File: config.mk
export PLATFORM = sky130hd
export DESIGN_NAME = bcd_x5_serial
export DESIGN_NICKNAME = d
export VERILOG_FILES = /design/src/rtl/bcd_pkg.sv /design/src/rtl/mul5bcd.sv /design/src/rtl/bcd_x5_serial.sv
export SDC_FILE = /design/constraint.sdc
export NUM_CORES = 1
export LEC_CHECK = 0
export CAP_MARGIN = 20
export CORE_ASPECT_RATIO = 2
export CORE_MARGIN = 2
export CORE_UTILIZATION = 53
export CTS_CLUSTER_DIAMETER = 200
export DETAILED_ROUTE_END_ITERATION = 10
export DONT_BUFFER_PORTS = 1
export GPL_TIMING_DRIVEN = 0
export HOLD_SLACK_MARGIN = 0.12
export PLACE_DENSITY = 0.68
export RECOVER_POWER = 100
export SLEW_MARGIN = 20
export SYNTH_ARGS = -nofsm -noshare
export SYNTH_HDL_FRONTEND = slang
export SYNTH_SLANG_ARGS = --single-unit
export TNS_END_PERCENT = 10
File: constraint.sdc
create_clock -name clk -period 2.4 [get_ports clk]
set_clock_uncertainty 0.05 [all_clocks]
set_input_delay 0.12 -clock clk [delete_from_list [all_inputs] [get_ports clk]]
set_output_delay 0.12 -clock clk [all_outputs]
set_load 0.05 [all_outputs]
File: src/rtl/bcd_pkg.sv
// Shared definitions for the serial BCD x5 multiplier: digit geometry,
// controller state encoding and a digit-validity helper.
package bcd_pkg;

    localparam int DIGIT_W = 4;
    localparam logic [DIGIT_W-1:0] BCD_MAX = 4'd9;

    typedef enum logic [1:0] {
        IDLE = 2'd0,
        RUN  = 2'd1,
        DONE = 2'd2
    } bcd_x5_state_t;

    // A digit above 9 is not BCD; it is still multiplied but flagged.
    function automatic logic digit_invalid(input logic [DIGIT_W-1:0] dig);
        return (dig > BCD_MAX);
    endfunction

endpackage

File: src/rtl/mul5bcd.sv
// Single-digit x5 in BCD: 5*i = 10*d + u with d = i>>1 and u = 5*i[0].
module mul5bcd
    import bcd_pkg::*;
(
    input  logic [DIGIT_W-1:0] i,
    output logic [DIGIT_W-1:0] d,
    output logic [DIGIT_W-1:0] u
);

    // Tens part and units part of the digit product.
    always_comb begin
        d = {1'b0, i[DIGIT_W-1:1]};
        u = i[0] ? 4'd5 : 4'd0;
    end

endmodule

File: src/rtl/bcd_x5_serial.sv
// Serial BCD x5 controller: one operand digit per clock through a shared
// mul5bcd, with start/busy/done handshake and a registered product.
module bcd_x5_serial
    import bcd_pkg::*;
#(
    parameter int NDIG = 4
) (
    input  logic                        clk,
    input  logic                        rst_b,
    input  logic                        start,
    input  logic [DIGIT_W*NDIG-1:0]     a,
    output logic                        busy,
    output logic                        done,
    output logic [DIGIT_W*(NDIG+1)-1:0] p,
    output logic                        err
);

    localparam int IDX_W = (NDIG > 1) ? $clog2(NDIG) : 1;
    localparam logic [IDX_W-1:0] IDX_LAST = IDX_W'(NDIG - 1);

    bcd_x5_state_t                 state_r, state_s;
    logic [DIGIT_W*NDIG-1:0]       opnd_r, opnd_s;
    logic [IDX_W-1:0]              idx_r, idx_s;
    logic [DIGIT_W-1:0]            prev_d_r, prev_d_s;
    logic [DIGIT_W*(NDIG+1)-1:0]   p_r, p_s;
    logic                          err_r, err_s;
    logic                          busy_r, done_r;
    logic [DIGIT_W-1:0]            dig_s, d_s, u_s;

    // Operand digit mux feeding the shared digit multiplier.
    always_comb begin
        dig_s = opnd_r[int'(idx_r)*DIGIT_W +: DIGIT_W];
    end

    mul5bcd u_mul5bcd (
        .i (dig_s),
        .d (d_s),
        .u (u_s)
    );

    // Next-state and datapath update; no inter-digit carry since u+d <= 9.
    always_comb begin
        state_s  = state_r;
        opnd_s   = opnd_r;
        idx_s    = idx_r;
        prev_d_s = prev_d_r;
        p_s      = p_r;
        err_s    = err_r;
        case (state_r)
            IDLE: begin
                if (start) begin
                    state_s  = RUN;
                    opnd_s   = a;
                    idx_s    = '0;
                    prev_d_s = '0;
                    p_s      = '0;
                    err_s    = 1'b0;
                end else begin
                    state_s  = IDLE;
                end
            end
            RUN: begin
                p_s[int'(idx_r)*DIGIT_W +: DIGIT_W] = u_s + prev_d_r;
                prev_d_s = d_s;
                err_s    = err_r | digit_invalid(dig_s);
                if (idx_r == IDX_LAST) begin
                    p_s[NDIG*DIGIT_W +: DIGIT_W] = d_s;
                    state_s = DONE;
                end else begin
                    idx_s   = idx_r + IDX_W'(1);
                end
            end
            DONE: begin
                state_s = IDLE;
            end
            default: begin
                state_s = IDLE;
            end
        endcase
    end

    // State, datapath and output registers; busy/done decoded from next state.
    always_ff @(posedge clk or negedge rst_b) begin
        if (!rst_b) begin
            state_r  <= IDLE;
            opnd_r   <= '0;
            idx_r    <= '0;
            prev_d_r <= '0;
            p_r      <= '0;
            err_r    <= 1'b0;
            busy_r   <= 1'b0;
            done_r   <= 1'b0;
        end else begin
            state_r  <= state_s;
            opnd_r   <= opnd_s;
            idx_r    <= idx_s;
            prev_d_r <= prev_d_s;
            p_r      <= p_s;
            err_r    <= err_s;
            busy_r   <= (state_s != IDLE);
            done_r   <= (state_s == DONE);
        end
    end

    assign busy = busy_r;
    assign done = done_r;
    assign p    = p_r;
    assign err  = err_r;

endmodule

Yosys cells after proc, flatten, opt, wreduce, memory -nomap -nowiden
Index checks and enable logic that the tools add are counted.
- flip-flop bits (word level): 47
- word-level logic and storage cells: 42
- $add $sub $neg: 3
- $lt $le $gt $ge: 1
- eq/ne operators: 5
- shifts and indexed selects: 3
- muxes and demuxes: 15
- bitwise operators: 1
- reduce and logical (&&, ||, !) cells: 6
- operators with widths (cell ; count):
    20-bit case mux with 2 select lines ; 1
    4-bit negator with 33-bit output ; 1
    4-bit by 33-bit variable shift with 20-bit output, first input constant ; 1
    4-bit by 33-bit indexed part select with 20-bit output ; 1
    20-bit bitwise mux ; 1
    20-bit two-way mux ; 1
    16-bit by 5-bit indexed part select with 4-bit output ; 1
    4-bit two-way mux ; 2
    2-bit case mux with 2 select lines ; 2
    4-bit case mux with 2 select lines ; 1
    2-bit two-way mux ; 3
    4-bit adder ; 1
    2-bit == test, second input constant ; 2
    4-bit > comparator, second input constant ; 1
    2-bit != test, second input constant ; 2
    2-bit AND reduction ; 2
    2-bit nonzero test ; 2
    3-bit two-way mux ; 1
    3-bit AND reduction ; 1
    2-bit by 1-bit adder with 2-bit output, second input constant ; 1
    2-bit by 1-bit == test with 1-bit output, second input constant ; 1
    2-bit zero test ; 1
    1-bit two-way mux ; 2
    1-bit case mux with 2 select lines ; 1
    1-bit OR ; 1

Logic depth before layout (Yosys ltp)
- word-level depth: 7
- depth in mapped cells: 7

Modules after synthesis
From an unflattened synthesis, not the netlist that was laid out.
- cell total of the unflattened synthesis: 156
- area total of the unflattened synthesis: 2162.1 sq um
- modules (own cells, without submodules) (module ; instances ; cells an instance ; area an instance (sq um) ; seq. area each (sq um)):
    bcd_x5_serial ; 1 ; 147 ; 2098.3 ; 1176.1
    mul5bcd ; 1 ; 9 ; 63.8 ; 0.0

Least setup slack after synthesis
Ideal clock, no wire load.
- path type: register to register
- start: register idx_r[0]
- end: register p_r[17], in the netlist p[17]
- library setup time: 0.082 ns
- data arrival time: 2.010 ns
- data required time: 2.268 ns
- setup slack: 0.258 ns
- cell stages (with the launch flop): 8
- path buffers: 1
- clock period less this slack: 2.142 ns
- cells stage by stage: dfrtp_1 buf_4 mux4_2 ha_1 ha_1 nor2b_1 nand3_1 a31oi_1
- longest elaborated chain between the ends: 7
- ends and longest elaborated chain (element ; RTL line ; text):
    start, declared ; bcd_x5_serial.sv:23 ; logic [IDX_W-1:0] idx_r, idx_s;
    start signal, assigned ; bcd_x5_serial.sv:96 ; idx_r <= idx_s;
    16-bit by 5-bit indexed part select with 4-bit output ; bcd_x5_serial.sv:32 ; dig_s = opnd_r[int'(idx_r)*DIGIT_W +: DIGIT_W];
    3-bit two-way mux ; mul5bcd.sv:13 ; u = i[0] ? 4'd5 : 4'd0;
    4-bit adder ; bcd_x5_serial.sv:63 ; p_s[int'(idx_r)*DIGIT_W +: DIGIT_W] = u_s + prev_d_r;
    4-bit by 33-bit indexed part select with 20-bit output ; bcd_x5_serial.sv:63 ;
    20-bit bitwise mux ; bcd_x5_serial.sv:63 ;
    4-bit two-way mux (*) ; bcd_x5_serial.sv:66 ; if (idx_r == IDX_LAST) begin
    20-bit case mux with 2 select lines (*) ; bcd_x5_serial.sv:49 ; case (state_r)
    end signal, assigned ; bcd_x5_serial.sv:98 ; p_r <= p_s;
    end, declared ; bcd_x5_serial.sv:25 ; logic [DIGIT_W*(NDIG+1)-1:0] p_r, p_s;
Every way passes the cells marked *; elsewhere a longest branch is shown, timed or not.
A chain may end at the register's enable or synchronous reset.

Worst setup path in the final report
- start: register idx_r[0]
- end: register p_r[18], in the netlist p[18]
The elaborated chain is that of the path after synthesis.

==> flow_summary.ini <==
[run_status]
status = finished, final reports clean

[pwr]
pwr-share-clk_pct = 12.7
p_int_uw = 1993
switching_share_pct = 45.29
p_sw_uw = 1650
comb_power_share_pct = 41.7
power_frac_seq_pct = 45.6
leakagePower_uw = 0.001085
p_per_area_nw_per_um2 = 1488
peakVddDrop_uv = 865.3

[grt]
grt_max_degree = 47
antenna_found_initial = 0
grt-ovfl-total = 0
grt_pass1_vias = 1513
grt_util_all_layers_pct = 21.14
grt_pass1_wl_um = 7189

[floorplanning]
io_pins = 42
die_y_um = 93.25
die_area_um2 = 4534
rows = 32
coreArea_um2 = 3844
die_width_um = 48.63
start_util_pct = 54.92

[clock_tree]
cts_root_buffer = clkbuf_8
insertion_delay_ns = 0.30
clock_path_buffers = 2
clk_pin_slew_ns = 0.08
cts.sinks = 46
htree_levels = 2
numCtsBuffers = 5
tritoncts = built

[timing]
relSlewSlack_pct = 27.61
finalHoldViolCount = 0
rsz0062_at_grt = false
fmax_mhz = 435.7
finalSetupViolations = 0
drv_slew = 0
finalCritPeriodShare_pct = 95.63
worst_pin_slew_ns = 1.086
hold_ws_ns = 0.2064
min_period_ns = 2.295

[yosys]
synth.cells.most_frequent = dfrtp_1 (46), a22o_1 (17), mux2_2 (16), nand2_1 (9)
yosysTopAreaCellShare_pct = 54.53
synth_cells = 154
synth_flop_cell = dfrtp_1
synth.most_common_cell = dfrtp_1
synth_edf_count = 0
synth_area_um2 = 2111
async_flop_share_pct = 100.0
yosysWarningCount = 0
synth_seq_cells = 46
synth_area_leader_cell = dfrtp_1
ys_seq_area_share_pct = 54.53
synthTopCellsByArea = dfrtp_1 (55%), mux2_2 (8.5%), a22o_1 (7.1%)
syn_avg_cell_area_um2 = 13.71
synth.distinct_cells = 31
synth_nets = 180

[drt]
first_iter_violations = 20
dr.pass1.iters = 4
drc_errors = 0
wl_per_cell_um = 19.29
ant_nets = 0
num_vias = 1388
routed_wl_um = 4494
viasPerCell = 5.957

[cells_and_area]
syn2layout_area_growth_pct = 15.95
fin_util_pct = 63.67
fin_nets = 207
antennaDiodeCount = 0
drive_gt1_share_pct = 23.08

[setup_path]
path_max_fanout = 10
startpoint_type = register
crit_arrival_ns = 2.46
end_kind = register
critPathKind = register to register
required_ns = 2.56

[job]
maxCapViolCount = 0

[min_path]
hold_class = primary input to register

[placement]
hpwl_um = 3246
place_congestion = 0.7956
port_buffers = 0
==> registers in the layout (all words and copies together) (netlist names) <==
register  flops
p            20
done          1
idx_r         2
err           1
prev_d_r      3
busy          1
opnd_r       16
state_r       2
==> layer usage <==
layer / track usage, % / up-vias / share of wire [%]
met3: 4.153 / 13 / 3.1
li1: - / 620 / -
met1: 19.70 / 712 / 34
met5: 0 / - / 0
met4: 10.24 / 0 / 3.3
met2: 41.89 / 43 / 60
==> through the flow <==
stage | std cells | power, uW | setup slack, ns | TNS [ns] | cell area [um^2]
2_1_floorplan | 154 | 2743 | 0.2582 | 0 | 2111
3_3_place_gp | 205 | 3039 | -0.02701 | -0.02701 | 2175
3_5_place_dp | 205 | 3117 | -0.08751 | -0.2528 | 2175
4_1_cts | 232 | 3634 | -0.06099 | -0.2566 | 2471
5_1_grt | 233 | 3848 | 0.02272 | 0 | 2447
6_report | 233 | 3642 | 0.1049 | 0 | 2447
==> final timing paths <==
check	startpoint	end	slack, ns	cells past startpoint
worst max-delay path	idx_r[0]	p[18]	0.10	7
min in group asynchronous	rst_b	idx_r[1]	0.54	2
worst min register to register	opnd_r[15]	opnd_r[15]	0.46	1
worst min-delay path	start	p[17]	0.21	3
worst max register to register	idx_r[0]	p[18]	0.10	7
max in group asynchronous	rst_b	done	1.10	2
==> final cells by class <==
type,count,area (um^2)
inverters,8,30.03
multi-input cells,94,888.4
clock inverters,2,13.76
flip-flops and latches,46,1151
fillers,310,1396
plain buffers,6,35.03
clock buffers,6,72.57
repair buffers,20,192.7
well taps,51,63.81
==> power by group through the flow <==
stage	sequential [uW]	clock, uW	combinational, uW
3_5_place_dp	1680	0	1430
6_report	1660	463	1520
4_1_cts	1670	476	1490
5_1_grt	1690	504	1650
2_1_floorplan	1610	0	1140
3_3_place_gp	1660	0	1380
==> worst max-delay path, cell delays in order, from the launching register on <==
cell and delay (ns):
dfrtp_1 0.38, buf_6 0.18, mux4_2 0.53, ha_1 0.23, ha_1 0.22, xnor2_2 0.17, nand4bb_1 0.21, a31oi_1 0.23
==> what timing repair did <==
item / in CTS / in global routing
endpoints found under the hold margin: 64 / 0
hold buffers: 19 / 0
setup endpoints to repair: 8 / 9
buffers inserted: 0 / 1
gates resized for setup: 1 / 4
pin swaps: 0 / 0
==> cell families after synthesis <==
kind of cell / Yosys count / share of synthesized area, %
compound gates: 34 / 13.57
xor+xnor: 1 / 0.4150
fa+ha+maj: 7 / 4.149
buf+inv: 14 / 3.438
flops: 46 / 54.53
mux: 22 / 13.99
simple gates: 30 / 9.900
==> cells in the final DEF (no fill, tap or decap), drive strengths merged, types with 5 or more instances in the layout <==
| master | n |
|---|---|
| nand2 | 9 |
| clkbuf | 10 |
| mux2 | 17 |
| a22o | 17 |
| dfrtp | 46 |
| ha | 7 |
| inv | 8 |
| dlygate4sd3 | 18 |
| nor2 | 5 |
(Power assumes the default switching activity.)
